`src/rtl/raster_scan_counter.sv`:
```
// raster_scan_counter
//   Pixel-address generator for the Mandelbrot iteration datapath. It walks
//   the image in raster order, top-left to bottom-right, and advances STEP
//   pixels for each beat the downstream engine accepts. Each beat carries the
//   column, the row and the linear frame-buffer address over a valid/ready
//   handshake.
//
//   In single-frame mode (CONTINUOUS=0) the scan stops after one frame and
//   pulses done. In continuous mode the scan wraps back to pixel 0 with no
//   bubble cycle and never pulses done.
//
// Ports
//   clk         in   rising-edge clock
//   rst         in   synchronous active-high reset; overrides everything
//   start       in   begins a scan; only looked at while idle
//   ready       in   downstream accepts the current beat
//   valid       out  x/y/addr carry a beat
//   x           out  column of the first pixel in the beat
//   y           out  row of the beat
//   addr        out  linear address, always y*IMG_W + x
//   line_last   out  current beat is the last one of its line
//   frame_last  out  current beat is the last one of the frame
//   busy        out  scan in progress
//   done        out  one-cycle pulse after a single-frame scan
//   frame_count out  completed frames, wraps 255 -> 0

module raster_scan_counter #(
  parameter int IMG_W      = 320,
  parameter int IMG_H      = 240,
  parameter int STEP       = 4,
  parameter int X_W        = 9,
  parameter int Y_W        = 8,
  parameter int ADDR_W     = 17,
  parameter bit CONTINUOUS = 1'b0
) (
  input  logic              clk,
  input  logic              rst,
  input  logic              start,
  input  logic              ready,
  output logic              valid,
  output logic [X_W-1:0]    x,
  output logic [Y_W-1:0]    y,
  output logic [ADDR_W-1:0] addr,
  output logic              line_last,
  output logic              frame_last,
  output logic              busy,
  output logic              done,
  output logic [7:0]        frame_count
);

  typedef enum logic [1:0] {
    IDLE,
    SCAN,
    DONE
  } state_t;

  localparam logic [X_W-1:0]    X_LAST = X_W'(IMG_W - STEP);
  localparam logic [Y_W-1:0]    Y_LAST = Y_W'(IMG_H - 1);
  localparam logic [X_W-1:0]    X_STEP = X_W'(STEP);
  localparam logic [ADDR_W-1:0] A_STEP = ADDR_W'(STEP);

  state_t state;
  state_t next_state;

  logic accept;
  logic line_end;
  logic frame_end;

  // Position decodes. These are raw comparisons on the counters. The
  // outputs below gate them with valid so the markers never show outside a
  // beat.
  assign accept    = valid && ready;
  assign line_end  = (x == X_LAST);
  assign frame_end = line_end && (y == Y_LAST);

  // State register.
  always_ff @(posedge clk) begin
    if (rst) begin
      state <= IDLE;
    end else begin
      state <= next_state;
    end
  end

  // Next-state logic. DONE always lasts one cycle, so a start seen during
  // DONE is dropped. A start that is still high once the FSM is back in IDLE
  // launches the next frame.
  always_comb begin
    next_state = state;
    case (state)
      IDLE: begin
        if (start) begin
          next_state = SCAN;
        end
      end
      SCAN: begin
        if (accept && frame_end && !CONTINUOUS) begin
          next_state = DONE;
        end
      end
      DONE: begin
        next_state = IDLE;
      end
      default: begin
        next_state = IDLE;
      end
    endcase
  end

  // State-decoded outputs.
  always_comb begin
    valid      = (state == SCAN);
    busy       = (state == SCAN);
    done       = (state == DONE);
    line_last  = (state == SCAN) && line_end;
    frame_last = (state == SCAN) && frame_end;
  end

  // Position counters. addr is stepped alongside x instead of being computed
  // as y*IMG_W + x. The image width is a multiple of STEP, so the address of
  // the next beat is always addr + STEP, even across a line wrap. The
  // counters return to zero at the end of every frame, which means a new
  // scan (or a continuous wrap) always starts from pixel 0.
  always_ff @(posedge clk) begin
    if (rst) begin
      x           <= '0;
      y           <= '0;
      addr        <= '0;
      frame_count <= '0;
    end else if (state == IDLE && start) begin
      x    <= '0;
      y    <= '0;
      addr <= '0;
    end else if (accept) begin
      if (frame_end) begin
        x           <= '0;
        y           <= '0;
        addr        <= '0;
        frame_count <= frame_count + 8'd1;
      end else if (line_end) begin
        x    <= '0;
        y    <= y + 1'b1;
        addr <= addr + A_STEP;
      end else begin
        x    <= x + X_STEP;
        addr <= addr + A_STEP;
      end
    end
  end

endmodule

```
`config.mk`:
```
export PLATFORM = sky130hd
export DESIGN_NAME = raster_scan_counter
export DESIGN_NICKNAME = d
export VERILOG_FILES = /design/src/rtl/raster_scan_counter.sv
export SDC_FILE = /design/constraint.sdc
export NUM_CORES = 1
export LEC_CHECK = 0
export ABC_AREA = 1
export BUFFER_PORTS_ARGS = -buffer_cell sky130_fd_sc_hd__buf_2
export CAP_MARGIN = 20
export CORE_MARGIN = 5
export CORE_UTILIZATION = 53
export CTS_CLUSTER_SIZE = 28
export DETAILED_ROUTE_END_ITERATION = 8
export HOLD_SLACK_MARGIN = 0.12
export PLACE_DENSITY = 0.79
export SYNTH_ARGS = -nofsm -noshare
export SYNTH_HDL_FRONTEND = slang
export SYNTH_SLANG_ARGS = --single-unit
```
`constraint.sdc`:
```
create_clock -name clk -period 2.25 [get_ports clk]
set_clock_uncertainty 0.2 [all_clocks]
set_input_delay 0.1125 -clock clk [delete_from_list [all_inputs] [get_ports clk]]
set_output_delay 0.1125 -clock clk [all_outputs]
set_load 0.01 [all_outputs]
```
==> results of run 1 <==
==> cell usage after synthesis (all sizes together) (4+ instances only) <==
cell,count,area (µm²)
ha,5,62.6
nand2,76,298
dfxtp,40,801
o21ai,7,35.0
xor2,7,61.3
a21oi,13,65.1
inv,40,150
nor2,72,312
nor3,7,40.0
nand3,29,175
nand4,4,25.0
buf,9,72.6
==> tightest hold or removal path: cells and delay by family, from the launching register on <==
kind               cells  cell delay [ps]
DFF                    1              330
AOI/OAI and AO/OA      1               50
and+or+nand+nor        1               60
==> per-layer routing <==
| layer | track usage | share of wire | vias to the layer above |
|---|---|---|---|
| met1 | 0.244 | 0.50 | 925 |
| met4 | 0.0483 | 0.0097 | 0 |
| li1 | - | - | 1090 |
| met3 | 0.0446 | 0.061 | 7 |
| met2 | 0.280 | 0.43 | 51 |
| met5 | 0 | 0 | - |
==> cells by family after synthesis <==
family,synth area share
AND/OR/NAND/NOR,0.403
buffers and inverters,0.102
flip-flops,0.368
AO/OA/AOI/OAI,0.0609
XOR/XNOR,0.0362
adder cells (fa/ha/maj),0.0287
other,0.00172
==> per-stage QoR <==
| step | hold slack, ps | setup WS [ps] | utilization | area, µm² |
|---|---|---|---|---|
| 2_1_floorplan | 81.2 | 567 | - | 2190 |
| 3_3_place_gp | 180 | 455 | 0.602 | 2410 |
| 3_5_place_dp | 179 | 355 | 0.602 | 2410 |
| 4_1_cts | 296 | 220 | 0.629 | 2520 |
| 5_1_grt | 315 | 108 | 0.629 | 2520 |
| 6_report | 291 | 259 | 0.629 | 2520 |
==> power by group through the flow <==
stage          Combinational [W]  Sequential, W  Clock, W
2_1_floorplan          0.0000555       0.000732         0
3_3_place_gp           0.0000608       0.000732         0
3_5_place_dp           0.0000616       0.000732         0
4_1_cts                0.0000661       0.000715  0.000456
5_1_grt                0.0000732       0.000715  0.000480
6_report               0.0000661       0.000715  0.000445
==> area by class of cell <==
class / instances / area, µm²
well taps: 50 / 62.6
repair buffers: 49 / 260
inverters: 40 / 150
multi-input cells: 233 / 1170
flip-flops and latches: 40 / 801
clock inverters: 1 / 5.00
fillers: 387 / 1480
clock buffers: 6 / 72.6
==> registers in the layout, summed over array words and instances, names as in the netlist <==
name and flops:
addr 15, frame_count 8, y 8, x 7, state 2
==> worst paths after layout <==
check | start | end | slack (ps) | cells past startpoint
worst max-delay path | ready | addr[12] | 260 | 9
worst min-delay path | frame_count[7] | frame_count[7] | 290 | 2
worst max register to register | state[1] | addr[12] | 350 | 8
worst min register to register | frame_count[7] | frame_count[7] | 290 | 2
==> summary.txt, run 1 <==
Status = finished, final reports clean
Maximum vdd drop = 307 µV
Yosys reg bits = 40
Detailed-route wire length = 4750 µm
CP max FO = 14
# rows = 23
Hpwl dp = 3630 µm
Post-synth cell types = 30
Placed cells = 409
Maximum Capacitance Violations = 0
Pleak = 1.19 nW
Maximum clock path buffer count = 2
Global-route wire length before repair = 7680 µm
Clock power frac = 0.363
Pin count of the biggest net entering global routing = 15
Clock network latency to the later pin of the worst-skew pair = 290 ps
Die Area = 5490 µm²
CTS Hold Bufs = 3
Post-synth EDFFs = 0
Antenna violations before repair = 0
Commonest non-fill, non-tap cell in the layout = nand2_1
Share of cells above drive strength 1 = 0.190
Critical Path Start Type = input pin
Post-route ant nets = 0
Fin cells = 419
Vias = 2073
Routability cong. = 0.824
Cell Area, Synth = 2180 µm²
Core Region = 4000 µm²
RSZ-0062 raised after global routing = no
Tmin final = 1990 ps
HP Class = flip-flop to flip-flop
Max incr delay on CP = 530 ps
Area delta synth->final = 15.6%
I/O pins = 51
CTS Buf Count = 5
Psw = 0.000285 W
1st-iter DRT viols = 96
Post-synth ARST share = 0
H-tree depth = 2
CTS clk-pin slew, worst paths = 80 ps
Worst path required time = 2280 ps
Critical path capture point type = flip-flop
TritonCTS clock tree = built
Most frequent cells in the layout = nand2_1, nor2_1, buf_2
Yosys warning total = 0
Comb power frac = 0.054
# Post-CTS Setup Buffers = 0
Critical path, cell by cell = dlygate4sd3_1 -> buf_2 -> nand3_4 -> inv_2 -> nand3_4 -> nor2_4 -> nor2_2 -> nand2_1 -> nor2_1
Post-CTS Resized = 0
Die W = 74.1 µm
Most used cell, CP = nand3_4
Avg Inst Size Synth = 6.83 µm²
Total power = 0.00123 W
F_max = 502 MHz
Power Dens Cells = 487 nW/µm²
Total track usage = 0.178
Final Max Slew Viols = 0
Clock Sinks = 40
CP Buf/Inv Count = 3
Crit Path Class = input pin to flip-flop
Slew headroom = 0.653
CP arrival = 2020 ps
Grt ovf = 0
Final period util = 0.885
Top FF cell, synth = dfxtp_1
Die height = 74.1 µm
Setup_tns = 0 ps
Worst path slowest cell = dlygate4sd3_1
# nets final = 378
Reg power frac = 0.583
Vias in the first global route = 1752
Sequential area share after synthesis = 0.368
ANT cells = 0
Port Buf Inserts = 46
Crit-path leading delay family = simple AND/OR/NAND/NOR gates
Final hold viol count = 0
DRC viols = 0
Starting Density = 0.545
First-pass iteration count of the detailed router = 4
Via/cell ratio = 4.95
Post-synthesis instance total = 319
Wire length per cell = 11.3 µm
Worst Tran Pin Value = 520 ps
Final setup fails = 0
Pint = 0.000941 W
Sw Share = 0.233
CTS root buffer = clkbuf_8
Power figures use the tool's default switching activity.
==> run 2, diff against run 1 <==
--- a/config.mk
+++ b/config.mk
@@ -9,11 +9,11 @@
 export BUFFER_PORTS_ARGS = -buffer_cell sky130_fd_sc_hd__buf_2
 export CAP_MARGIN = 20
 export CORE_MARGIN = 5
-export CORE_UTILIZATION = 53
+export CORE_UTILIZATION = 29
 export CTS_CLUSTER_SIZE = 28
 export DETAILED_ROUTE_END_ITERATION = 8
 export HOLD_SLACK_MARGIN = 0.12
-export PLACE_DENSITY = 0.79
+export PLACE_DENSITY = 0.48
 export SYNTH_ARGS = -nofsm -noshare
 export SYNTH_HDL_FRONTEND = slang
 export SYNTH_SLANG_ARGS = --single-unit
==> summary.txt, run 2 (synthesized netlist as in run 1, its figures left out) <==
# rows = 31 (was 23)
Pin count of the biggest net entering global routing = 14 (was 15)
Crit Path Class = flip-flop to output port (was input pin to flip-flop)
Maximum Capacitance Violations = 0 (unchanged)
Die height = 96.7 µm (was 74.1 µm)
Register area = 801 µm² (unchanged)
Fin worst setup slack = 275 ps (was 259 ps)
Port Buf Inserts = 46 (unchanged)
Maximum clock path buffer count = 2 (unchanged)
Detailed-route wire length = 5370 µm (was 4750 µm)
Most frequent cells in the layout = nand2_1, nor2_1, buf_2 (unchanged)
1st-iter DRT viols = 111 (was 96)
TritonCTS clock tree = built (unchanged)
Final setup fails = 0 (unchanged)
CP Buf/Inv Count = 2 (was 3)
Via/cell ratio = 4.36 (was 4.95)
Final period util = 0.878 (was 0.885)
Clock power frac = 0.380 (was 0.363)
Total track usage = 0.116 (was 0.178)
Hpwl dp = 4230 µm (was 3630 µm)
CTS clk-pin slew, worst paths = 90 ps (was 80 ps)
Die W = 96.7 µm (was 74.1 µm)
First-pass iteration count of the detailed router = 4 (unchanged)
Share of cells above drive strength 1 = 0.197 (was 0.190)
Pint = 0.000947 W (was 0.000941 W)
Comb power frac = 0.055 (was 0.054)
Starting Density = 0.299 (was 0.545)
Grt ovf = 0 (unchanged)
Max reg flops = 15 (unchanged)
Core Region = 7290 µm² (was 4000 µm²)
Critical path, cell by cell = ha_1 -> inv_1 -> nor2_2 -> nand3_2 -> nor3_1 -> buf_2 (was dlygate4sd3_1 -> buf_2 -> nand3_4 -> inv_2 -> nand3_4 -> nor2_4 -> nor2_2 -> nand2_1 -> nor2_1)
Die Area = 9350 µm² (was 5490 µm²)
Clock Sinks = 40 (unchanged)
Worst path slowest cell = dfxtp_1 (was dlygate4sd3_1)
Fin cells = 470 (was 419)
Tmin final = 1980 ps (was 1990 ps)
Setup_tns = 0 ps (unchanged)
# fillers = 841 (was 387)
I/O pins = 51 (unchanged)
Post-route ant nets = 0 (unchanged)
Maximum vdd drop = 247 µV (was 307 µV)
Wire length per cell = 11.4 µm (was 11.3 µm)
CP max FO = 4 (was 14)
Crit-path leading delay family = simple AND/OR/NAND/NOR gates (unchanged)
Core Util, Final = 0.356 (was 0.629)
CP arrival = 1660 ps (was 2020 ps)
Power Dens Cells = 487 nW/µm² (about the same)
DRC viols = 0 (unchanged)
Clock network latency to the later pin of the worst-skew pair = 290 ps (about the same)
Commonest non-fill, non-tap cell in the layout = nand2_1 (unchanged)
Max incr delay on CP = 380 ps (was 530 ps)
Worst path required time = 1940 ps (was 2280 ps)
ANT cells = 0 (unchanged)
Pleak = 1.20 nW (was 1.19 nW)
Final Max Slew Viols = 0 (unchanged)
Routability cong. = 0.828 (was 0.824)
H-tree depth = 2 (unchanged)
F_max = 506 MHz (was 502 MHz)
RSZ-0062 raised after global routing = no (unchanged)
Vias in the first global route = 1910 (was 1752)
Slew headroom = 0.659 (was 0.653)
Critical path capture point type = output port (was flip-flop)
Area of the multi-input gates = 1170 µm² (unchanged)
Sw Share = 0.250 (was 0.233)
Critical Path Start Type = flip-flop (was input pin)
Largest Register = addr (unchanged)
Vias = 2049 (was 2073)
HP Class = flip-flop to flip-flop (unchanged)
Global-route wire length before repair = 9180 µm (was 7680 µm)
Psw = 0.000316 W (was 0.000285 W)
Placed cells = 459 (was 409)
Status = finished, final reports clean (unchanged)
Final hold viol count = 0 (unchanged)
Total power = 0.00126 W (was 0.00123 W)
CTS Buf Count = 5 (unchanged)
Area delta synth->final = 19.2% (was 15.6%)
Worst Tran Pin Value = 512 ps (was 520 ps)
# nets final = 379 (was 378)
DP Worst Slack = 435 ps (was 355 ps)
CTS root buffer = clkbuf_8 (unchanged)
Antenna violations before repair = 0 (unchanged)
Reg power frac = 0.566 (was 0.583)
Largest registers = addr: 15 flops, frame_count: 8 flops, y: 8 flops (unchanged)
-- run 2: cell types whose count changed in the layout (fill, tap and decap cells not counted), sizes merged --
cell	before	now
clkinv	1	3
clkbuf	6	5
buf	46	47
-- run 2: worst reg2reg max path, cell delays in order (launching register included) --
cell     delay (ps)
dfxtp_1         370
ha_1            210
nand2_1         100
nor2_4           60
nand3_4         120
nor2_4           60
nor2_2          400
nand2_1         120
nor2_1          110
-- run 2: repair_timing --
action | in CTS | in global routing
setup endpoints to repair | 0 | 0
setup buffers | 0 | 0
resized for setup | 0 | 0
hold buffers | 3 | 0
hold endpoints to repair | 14 | 0
-- run 2: layout make-up --
cell class              instances  share of cell area
multi-input cells             233               0.449
flip-flops and latches         40               0.308
repair buffers                 50               0.103
inverters                      40              0.0578
well taps                      99              0.0477
clock buffers                   5              0.0265
clock inverters                 3             0.00723
-- run 2: per-stage QoR --
stage	cell area, µm²	hold slack (ps)
6_report	2600	301
3_5_place_dp	2480	211
5_1_grt	2600	342
4_1_cts	2600	308
3_3_place_gp	2480	201
2_1_floorplan	2190	81.2
-- run 2: per-layer routing --
metal	global-route usage	wire, µm
met5	0	0
met4	0.0356	73
met3	0.0317	273
met2	0.185	2400
met1	0.153	2620
-- run 2: power by group through the flow --
stage / sequential (W) / combinational [W] / clock (W)
6_report: 0.000715 / 0.0000689 / 0.000480
5_1_grt: 0.000716 / 0.0000796 / 0.000541
4_1_cts: 0.000715 / 0.0000710 / 0.000501
3_5_place_dp: 0.000732 / 0.0000667 / 0
3_3_place_gp: 0.000732 / 0.0000667 / 0
2_1_floorplan: 0.000732 / 0.0000555 / 0
-- run 2: path summary, 6_finish.rpt --
kind	cells past startpoint	slack, ps	start	endpoint
max	6	270	y[1]	frame_last
min	2	300	frame_count[7]	frame_count[7]
max reg2reg	8	450	x[2]	y[4]
min reg2reg	2	300	frame_count[7]	frame_count[7]
==> run 3, diff against run 2 <==
--- a/config.mk
+++ b/config.mk
@@ -14,6 +14,7 @@
 export DETAILED_ROUTE_END_ITERATION = 8
 export HOLD_SLACK_MARGIN = 0.12
 export PLACE_DENSITY = 0.48
+export SETUP_SLACK_MARGIN = 0.4
 export SYNTH_ARGS = -nofsm -noshare
 export SYNTH_HDL_FRONTEND = slang
 export SYNTH_SLANG_ARGS = --single-unit
==> summary.txt, run 3 (synthesized netlist as in run 1, its figures left out) <==
Psw = 0.000317 W (was 0.000316 W)
CP arrival = 1460 ps (was 1660 ps)
CTS clk-pin slew, worst paths = 90 ps (about the same)
Global-route wire length before repair = 9250 µm (was 9180 µm)
Final period util = 0.788 (was 0.878)
Worst path required time = 1940 ps (about the same)
Largest Register = addr (unchanged)
ANT cells = 0 (unchanged)
Detailed-route wire length = 5430 µm (was 5370 µm)
Most frequent cells in the layout = nand2_1, nor2_1, buf_2 (unchanged)
Antenna violations before repair = 0 (unchanged)
Post-route ant nets = 0 (unchanged)
I/O pins = 51 (unchanged)
Reg power frac = 0.563 (was 0.566)
Vias = 2071 (was 2049)
Via/cell ratio = 4.36 (about the same)
Max reg flops = 15 (unchanged)
DRC viols = 0 (unchanged)
Crit Path Class = flip-flop to output port (unchanged)
Core Region = 7290 µm² (unchanged)
Final setup fails = 0 (unchanged)
Final hold viol count = 0 (unchanged)
F_max = 564 MHz (was 506 MHz)
RSZ-0062 raised after global routing = yes (was no)
Pin count of the biggest net entering global routing = 14 (unchanged)
Commonest non-fill, non-tap cell in the layout = nand2_1 (unchanged)
# nets final = 384 (was 379)
Grt ovf = 0 (unchanged)
Total track usage = 0.117 (was 0.116)
Final Max Slew Viols = 0 (unchanged)
Pleak = 1.24 nW (was 1.20 nW)
Wire length per cell = 11.4 µm (about the same)
H-tree depth = 2 (unchanged)
Tmin final = 1770 ps (was 1980 ps)
Sw Share = 0.250 (about the same)
CTS root buffer = clkbuf_8 (unchanged)
Vias in the first global route = 1924 (was 1910)
Die Area = 9350 µm² (unchanged)
Area delta synth->final = 23.4% (was 19.2%)
Pint = 0.000948 W (was 0.000947 W)
HP Class = flip-flop to flip-flop (unchanged)
Worst hold slack = 301 ps (about the same)
Routability cong. = 0.828 (unchanged)
Clock power frac = 0.378 (was 0.380)
CTS Buf Count = 5 (unchanged)
# rows = 31 (unchanged)
Share of cells above drive strength 1 = 0.231 (was 0.197)
Maximum Capacitance Violations = 0 (unchanged)
First-pass iteration count of the detailed router = 4 (unchanged)
Power Dens Cells = 471 nW/µm² (was 487 nW/µm²)
Starting Density = 0.299 (unchanged)
Clock Sinks = 40 (unchanged)
Die W = 96.7 µm (unchanged)
Status = finished, final reports clean (unchanged)
Register area = 812 µm² (was 801 µm²)
Critical Path Start Type = flip-flop (unchanged)
Comb power frac = 0.059 (was 0.055)
Critical path capture point type = output port (unchanged)
Hpwl dp = 4230 µm (unchanged)
Maximum clock path buffer count = 2 (unchanged)
# fillers = 834 (was 841)
Clock network latency to the later pin of the worst-skew pair = 290 ps (about the same)
CP max FO = 5 (was 4)
Maximum vdd drop = 244 µV (was 247 µV)
TritonCTS clock tree = built (unchanged)
1st-iter DRT viols = 91 (was 111)
Die height = 96.7 µm (unchanged)
Setup_tns = 0 ps (unchanged)
Largest registers = addr: 15 flops, frame_count: 8 flops, y: 8 flops (unchanged)
Area of the multi-input gates = 1210 µm² (was 1170 µm²)
Port Buf Inserts = 46 (unchanged)
## run 3: worst paths after layout
kind / from / end / slack [ps] / cells past startpoint
setup reg to reg: y[0] / y[4] / 540 / 9
setup / recovery: x[2] / line_last / 480 / 6
hold / removal: frame_count[7] / frame_count[7] / 300 / 2
hold reg to reg: frame_count[7] / frame_count[7] / 300 / 2
## run 3: power groups by stage
stage	clock network [W]	logic (W)	registers, W
4_1_cts	0.000501	0.0000713	0.000716
5_1_grt	0.000538	0.0000853	0.000713
6_report	0.000478	0.0000745	0.000713
2_1_floorplan	0	0.0000555	0.000732
3_5_place_dp	0	0.0000667	0.000732
3_3_place_gp	0	0.0000667	0.000732
## run 3: final cells by class
type,count,share of cell area
clock buffer,5,0.0256
multi-input combinational,233,0.450
timing repair buffer,55,0.114
sequential,40,0.302
inverter,40,0.0558
clock inverter,3,0.00698
tap,99,0.0461
## run 3: critical path, stage by stage (launching register included)
cell     delay [ps]
dfxtp_4         360
ha_1            140
nand2_1          80
nor2_4          170
nand2_4         110
nor2_1          150
buf_2           160
## run 3: layer usage
layer | global-route usage | vias to the layer above | part of all wire | routed length, µm
met5 | 0 | - | 0 | 0
met4 | 0.0356 | 0 | 0.0087 | 47
met3 | 0.0317 | 2 | 0.051 | 276
met2 | 0.188 | 46 | 0.45 | 2470
met1 | 0.153 | 919 | 0.49 | 2640
li1 | - | 1104 | - | -
## run 3: per-stage QoR
stage          area (µm²)  std cells  utilization  power [W]  setup WS (ps)
4_1_cts              2620        471        0.359    0.00129            417
6_report             2690        475        0.369    0.00127            477
2_1_floorplan        2190        322            -   0.000787            567
3_5_place_dp         2480        459        0.340   0.000799            435
5_1_grt              2690        475        0.369    0.00134            342
3_3_place_gp         2480        459        0.340   0.000798            471
## run 3: timing repair
item,in CTS,in global routing
hold buffers,3,0
endpoints found under the hold margin,14,0
endpoints found under the setup margin,2,24
resized for setup,6,10
cloned,0,0
buffers inserted,1,4
pin swaps,3,1
